==> src/rtl/aes_stim_gen.sv <==
`default_nettype none
// ============================================================================
// Module   : aes_stim_gen
// Purpose  : Stimulus sequencer for the pipelined AES core. Generates
//            plaintext/key vectors from XNOR LFSRs or a counter, issues one
//            vector per cycle for a programmable count, tracks in-flight
//            results by core latency and reports completion with counts.
// Options  : AES_STIM_GEN_CHECKSUM_EN - build the XOR accumulator of all
//            tracked core outputs (otherwise checksum is tied to zero).
// Revision : 1.0 - initial release
// ============================================================================
module aes_stim_gen #(
    parameter int unsigned            DATA_WIDTH = 128,
    parameter int unsigned            LATENCY    = 21,
    parameter int unsigned            CNT_WIDTH  = 32,
    parameter logic [DATA_WIDTH-1:0]  STATE_SEED = 128'hDEAD_BEEF_DEAD_BEEF_DEAD_BEEF_DEAD_BEEF,
    parameter logic [DATA_WIDTH-1:0]  KEY_SEED   = 128'hCAFE_FEED_CAFE_FEED_CAFE_FEED_CAFE_FEED,
    parameter logic [DATA_WIDTH-1:0]  TAP_MASK   = 128'hA000_0014_0000_0000_0000_0000_0000_0000
) (
    input  logic                  clk,
    input  logic                  rst,
    input  logic                  start,
    input  logic                  abort,
    input  logic [1:0]            mode,
    input  logic [CNT_WIDTH-1:0]  num_tests,
    input  logic [DATA_WIDTH-1:0] fixed_key,
    output logic [DATA_WIDTH-1:0] aes_state,
    output logic [DATA_WIDTH-1:0] aes_key,
    output logic                  aes_valid,
    input  logic [DATA_WIDTH-1:0] core_out,
    output logic                  out_valid,
    output logic [DATA_WIDTH-1:0] out_data,
    output logic                  busy,
    output logic                  done,
    output logic [CNT_WIDTH-1:0]  issued_count,
    output logic [CNT_WIDTH-1:0]  completed_count,
    output logic [DATA_WIDTH-1:0] checksum
);

    localparam logic [2:0] c_st_idle  = 3'd0;
    localparam logic [2:0] c_st_load  = 3'd1;
    localparam logic [2:0] c_st_issue = 3'd2;
    localparam logic [2:0] c_st_drain = 3'd3;
    localparam logic [2:0] c_st_done  = 3'd4;

    localparam logic [CNT_WIDTH-1:0] c_cnt_one = CNT_WIDTH'(1);
    localparam logic [CNT_WIDTH-1:0] c_cnt_max = {CNT_WIDTH{1'b1}};

    // An all-ones seed locks an XNOR LFSR; refuse to elaborate with one.
    if (STATE_SEED == {DATA_WIDTH{1'b1}}) begin : g_state_seed_lockup
        $error("aes_stim_gen: STATE_SEED is all-ones (XNOR LFSR lockup)");
    end
    if (KEY_SEED == {DATA_WIDTH{1'b1}}) begin : g_key_seed_lockup
        $error("aes_stim_gen: KEY_SEED is all-ones (XNOR LFSR lockup)");
    end

    logic [2:0]            r_st;
    logic [2:0]            w_st_nx;
    logic [CNT_WIDTH-1:0]  r_num_tests;
    logic [1:0]            r_mode;
    logic [DATA_WIDTH-1:0] r_fixed_key;
    logic [DATA_WIDTH-1:0] r_aes_state;
    logic [DATA_WIDTH-1:0] r_aes_key;
    logic [CNT_WIDTH-1:0]  r_issued;
    logic [CNT_WIDTH-1:0]  r_completed;
    logic [LATENCY-1:0]    r_vpipe;

    logic                  w_issue;
    logic                  w_busy;
    logic                  w_done;
    logic                  w_start_acc;
    logic                  w_rand_key;
    logic                  w_counter_mode;
    logic                  w_out_valid;
    logic [LATENCY-1:0]    w_vpipe_nx;
    logic [CNT_WIDTH-1:0]  w_completed_nx;
    logic [DATA_WIDTH-1:0] w_state_lfsr_nx;
    logic [DATA_WIDTH-1:0] w_key_lfsr_nx;

    assign w_start_acc     = (r_st == c_st_idle) && start;
    assign w_rand_key      = (r_mode == 2'b00) || (r_mode == 2'b11);
    assign w_counter_mode  = (r_mode == 2'b10);
    assign w_out_valid     = r_vpipe[LATENCY-1];
    assign w_vpipe_nx      = (r_vpipe << 1) | LATENCY'(w_issue);
    assign w_completed_nx  = (w_out_valid && (r_completed != c_cnt_max))
                             ? r_completed + c_cnt_one : r_completed;
    assign w_state_lfsr_nx = {r_aes_state[DATA_WIDTH-2:0], ~^(r_aes_state & TAP_MASK)};
    assign w_key_lfsr_nx   = {r_aes_key[DATA_WIDTH-2:0], ~^(r_aes_key & TAP_MASK)};

    // State register.
    always_ff @(posedge clk or posedge rst) begin
        if (rst) begin
            r_st <= c_st_idle;
        end else begin
            r_st <= w_st_nx;
        end
    end

    // Next-state logic; DRAIN exits once the last tracked result is retiring this cycle.
    always_comb begin
        w_st_nx = r_st;
        case (r_st)
            c_st_idle:  if (start) w_st_nx = (num_tests == '0) ? c_st_done : c_st_load;
            c_st_load:  w_st_nx = c_st_issue;
            c_st_issue: if (abort || (r_issued == r_num_tests - c_cnt_one)) w_st_nx = c_st_drain;
            c_st_drain: if ((w_vpipe_nx == '0) && (w_completed_nx == r_issued)) w_st_nx = c_st_done;
            c_st_done:  w_st_nx = c_st_idle;
            default:    w_st_nx = c_st_idle;
        endcase
    end

    // Output decode; an abort cycle issues nothing.
    always_comb begin
        w_issue = 1'b0;
        w_busy  = 1'b1;
        w_done  = 1'b0;
        case (r_st)
            c_st_idle:  w_busy  = 1'b0;
            c_st_issue: w_issue = ~abort;
            c_st_done:  w_done  = 1'b1;
            default:    ;
        endcase
    end

    // Run configuration latched at start, plus saturating issue/complete counters.
    always_ff @(posedge clk or posedge rst) begin
        if (rst) begin
            r_num_tests <= '0;
            r_mode      <= 2'b00;
            r_fixed_key <= '0;
            r_issued    <= '0;
            r_completed <= '0;
        end else if (w_start_acc) begin
            r_num_tests <= num_tests;
            r_mode      <= mode;
            r_fixed_key <= fixed_key;
            r_issued    <= '0;
            r_completed <= '0;
        end else begin
            if (w_issue && (r_issued != c_cnt_max)) begin
                r_issued <= r_issued + c_cnt_one;
            end
            r_completed <= w_completed_nx;
        end
    end

    // Vector generators: seeded in LOAD, advanced after every issued vector.
    always_ff @(posedge clk or posedge rst) begin
        if (rst) begin
            r_aes_state <= STATE_SEED;
            r_aes_key   <= KEY_SEED;
        end else if (r_st == c_st_load) begin
            r_aes_state <= STATE_SEED;
            r_aes_key   <= w_rand_key ? KEY_SEED : r_fixed_key;
        end else if (w_issue) begin
            r_aes_state <= w_counter_mode ? r_aes_state + DATA_WIDTH'(1) : w_state_lfsr_nx;
            if (w_rand_key) begin
                r_aes_key <= w_key_lfsr_nx;
            end
        end
    end

    // Valid tracker mirroring the core pipeline depth.
    always_ff @(posedge clk or posedge rst) begin
        if (rst) begin
            r_vpipe <= '0;
        end else begin
            r_vpipe <= w_vpipe_nx;
        end
    end

`ifdef AES_STIM_GEN_CHECKSUM_EN
    logic [DATA_WIDTH-1:0] r_checksum;

    // XOR accumulator over every tracked core result of the current run.
    always_ff @(posedge clk or posedge rst) begin
        if (rst) begin
            r_checksum <= '0;
        end else if (w_start_acc) begin
            r_checksum <= '0;
        end else if (w_out_valid) begin
            r_checksum <= r_checksum ^ core_out;
        end
    end

    assign checksum = r_checksum;
`else
    assign checksum = '0;
`endif

    assign aes_state       = r_aes_state;
    assign aes_key         = r_aes_key;
    assign aes_valid       = w_issue;
    assign out_valid       = w_out_valid;
    assign out_data        = core_out;
    assign busy            = w_busy;
    assign done            = w_done;
    assign issued_count    = r_issued;
    assign completed_count = r_completed;

endmodule
`default_nettype wire

==> config.mk <==
export PLATFORM = sky130hd
export DESIGN_NAME = aes_stim_gen
export DESIGN_NICKNAME = d
export VERILOG_FILES = /design/src/rtl/aes_stim_gen.sv
export SDC_FILE = /design/constraint.sdc
export NUM_CORES = 2
export LEC_CHECK = 0
export CAP_MARGIN = 20
export CORE_AREA = 5 5 338 340
export CTS_CLUSTER_DIAMETER = 100
export DETAILED_ROUTE_END_ITERATION = 10
export DIE_AREA = 0 0 343 345
export PLACE_DENSITY = 0.48
export SYNTH_ARGS = -nofsm -noshare
export SYNTH_HDL_FRONTEND = slang
export SYNTH_SLANG_ARGS = --single-unit
==> constraint.sdc <==
create_clock -name clk -period 17.8 [get_ports clk]
set_input_delay 1.78 -clock clk [delete_from_list [all_inputs] [get_ports clk]]
set_output_delay 1.78 -clock clk [all_outputs]
set_load 0.01 [all_outputs]
==> flow_metrics.tcl <==
set metrics [dict create \
    drt_iter0_markers 1681 \
    slew_violations 0 \
    drv_cap 0 \
    clock_skew_ns 0.0460 \
    yosysWarningCount 0 \
    die_h_um 345 \
    setup.worst_path.start_class "primary input" \
    relSlewSlack_pct 27.7 \
    core-area_um2 111000 \
    cts.sinks 506 \
    worst_slack_ns 11.79 \
    rsz0062_at_grt "false" \
    grt_pass1_vias 24978 \
    clk_latency_ns 0.64 \
    io_pins 874 \
    gr-total-overflow 0 \
    synth.distinct_cells 95 \
    synth_seq_cells 506 \
    cellPowerDensity_nw_per_um2 76.1 \
    required_ns 16.02 \
    post-route-cell-area_um2 36900 \
    comb_power_share_pct 6.1 \
    cts_tree "yes" \
    root_buffer "clkbuf_16" \
    period_minus_slack_ns 6.01 \
    fp-row-count 123 \
    drt-pass1-iter-count 6 \
    yosysTopAreaCell "dfrtp_1" \
    place.gp.congestion 0.876 \
    synthTopCellsByArea "dfrtp_1 26%, dfstp_2 17%, buf_4 6.5%" \
    fmax_ghz 0.166 \
    cts-htree-levels 3 \
    cts-root-to-sink-buffers 3 \
    crit_path_max_fanout 44 \
    p_leak_uw 0.0143 \
    yosysMostFrequentCell "dfrtp_1" \
    r2r_cells 10 \
    pwr-share-clk_pct 51.0 \
    power.internal_uw 2110 \
    syn-instance-count 3181 \
    synthToLayoutAreaGrowth_pct 23.5 \
    path_class "primary input to output port" \
    port_buffers 489 \
    synth-main-ff-cell "dfrtp_1" \
    postCtsSetupBuffers 0 \
    fp.dieArea_um2 118000 \
    ant_nets 0 \
    async_flop_share_pct 100 \
    wl_per_cell_um 23.2 \
    n_fill_cell 11533 \
    endpoint_kind "output port" \
    die_w_um 343 \
    min_from "r_vpipe[10]" \
    fin_tns_setup_ns 0 \
    worstReg2RegStart "completed_count[1]" \
    initial_utilization_pct 26.8 \
    antenna_found_initial 20 \
    hpwl_um 81500 \
    drc_errors 0 \
    status "complete, no violations" \
    avgSynthCellArea_um2 9.38 \
    p_switching_uw 694 \
    grt_pass1_wl_um 171000 \
    grt.total_usage_pct 18.7 \
    whs_path_depth 0 \
    route.vias.total 25610 \
    drive_gt1_share_pct 15.6 \
    yosys-top-cells-count "314 x dfrtp_1, 265 x a21oi_1, 257 x buf_4, 195 x nor2_1, 192 x dfstp_2" \
    seq_area_frac_synth_pct 43.2 \
    finalSetupViolations 0 \
    drt_wl_total_um 115000 \
    syn_area_um2 29900 \
    final_nets 3718 \
    post_cts_resized 0 \
    placed_area_um2 34500 \
    vias_per_cell 5.14 \
    hold_viol_final 0 \
    hold_buffers 0 \
    synth_top_area_share_pct 26.3 \
    numCtsBuffers 69 \
    r2r_slack_ns 13.38 \
    hold_path.class "register to register" \
    seqPwrFrac_pct 42.8 \
    ir_worst_vdd_uv 63.3 \
    switching_share_pct 24.7 \
    synth_edf_count 0 \
    min_period_over_period_pct 33.8 \
    max_slew.worst_pin.slew_ns 1.09 \
    rr_endpoint "r_st[1]" \
    grt_max_degree 92 \
    clkSlewWorstSetupHoldPaths_ns 0.05 \
    pre_cts_slack_ns 11.70 \
    hold_path_end "r_vpipe[11]" \
    arrival_ns 4.23 \
]
## logic make-up (layout without fill, tap and decap cells)
logic type,after synthesis,count (layout),synth area share [%]
AND/OR/NAND/NOR,949,949,16.8
AO/OA/AOI/OAI,864,864,18.2
buffers and inverters,529,694,10.4
flip-flops,506,506,43.2
multiplexers,206,206,7.58
XOR/XNOR,121,121,3.60
adder cells (fa/ha/maj),5,5,0.210
other,1,135,0.0126
## power groups by stage
stage | Clock (uW) | Combinational [uW] | Sequential (uW)
floorplan | 0 | 151 | 1210
global placement | 0 | 174 | 1220
detailed placement | 0 | 174 | 1220
CTS | 1480 | 175 | 1200
global route | 1520 | 190 | 1210
finish | 1430 | 172 | 1200
## metal layers
| metal | wire [um] | part of all wire, % | up-vias | track usage (%) |
|---|---|---|---|---|
| li1 | - | - | 11827 | - |
| met3 | 10800 | 9.4 | 249 | 6.81 |
| met1 | 48000 | 42 | 12599 | 23.7 |
| met5 | 173 | 0.15 | - | 0 |
| met2 | 51600 | 45 | 911 | 29.1 |
| met4 | 4780 | 4.1 | 24 | 7.24 |
## state kept, by name, summed over array words and instances (netlist names)
name and cells:
aes_key 128, aes_state 128, r_fixed_key 128, completed_count 32
issued_count 32, r_num_tests 32, r_vpipe 21, r_st 3
r_mode 2
## final cells by class
type	instances	area, um^2	area share (%)
flip-flops and latches	506	12900	35.0
clock buffers	104	2010	5.45
well taps	1500	1880	5.09
multi-input cells	2273	14400	39.0
inverters	39	161	0.438
clock inverters	21	318	0.862
diodes	7	17.5	0.0475
repair buffers	530	5200	14.1
## critical path, cell delays in order
cell and delay (ns):
clkdlybuf4s50_1 0.53, or4b_4 0.86, inv_8 0.40, clkdlybuf4s50_1 0.64
## layout by cell type (no fill, tap or decap), drive strengths merged, types with 126 or more instances in the layout
master and count:
dfstp 192, mux2 161, nor2 197, a21oi 265, conb 128, o22ai 162
o21ai 126, nand2 180, clkdlybuf4s50 489, dfrtp 314
## through the flow
stage,power [uW],cells,util (%),hold slack (ns)
detailed placement,1400,4848,31.0,0.362
global placement,1390,4847,31.0,0.359
finish,2810,4980,33.1,0.376
CTS,2860,4973,33.1,0.374
global route,2910,4973,33.1,0.386
floorplan,1360,3308,-,0.354
## worst max-delay path by stage
| stage | start | endpoint | slack, ns | depth (start not counted) |
|---|---|---|---|---|
| 3_5_place_dp | abort | aes_state[113] | 11.70 | 9 |
| 6_report | abort | aes_valid | 11.79 | 4 |
| 5_1_grt | abort | aes_valid | 11.72 | 4 |
| 2_1_floorplan | rst | aes_key[100] | 2.21 | 1 |
| 3_3_place_gp | abort | aes_state[114] | 11.73 | 11 |
| 4_1_cts | abort | aes_valid | 11.73 | 4 |
Note: power is estimated with default switching activity, not from simulation.
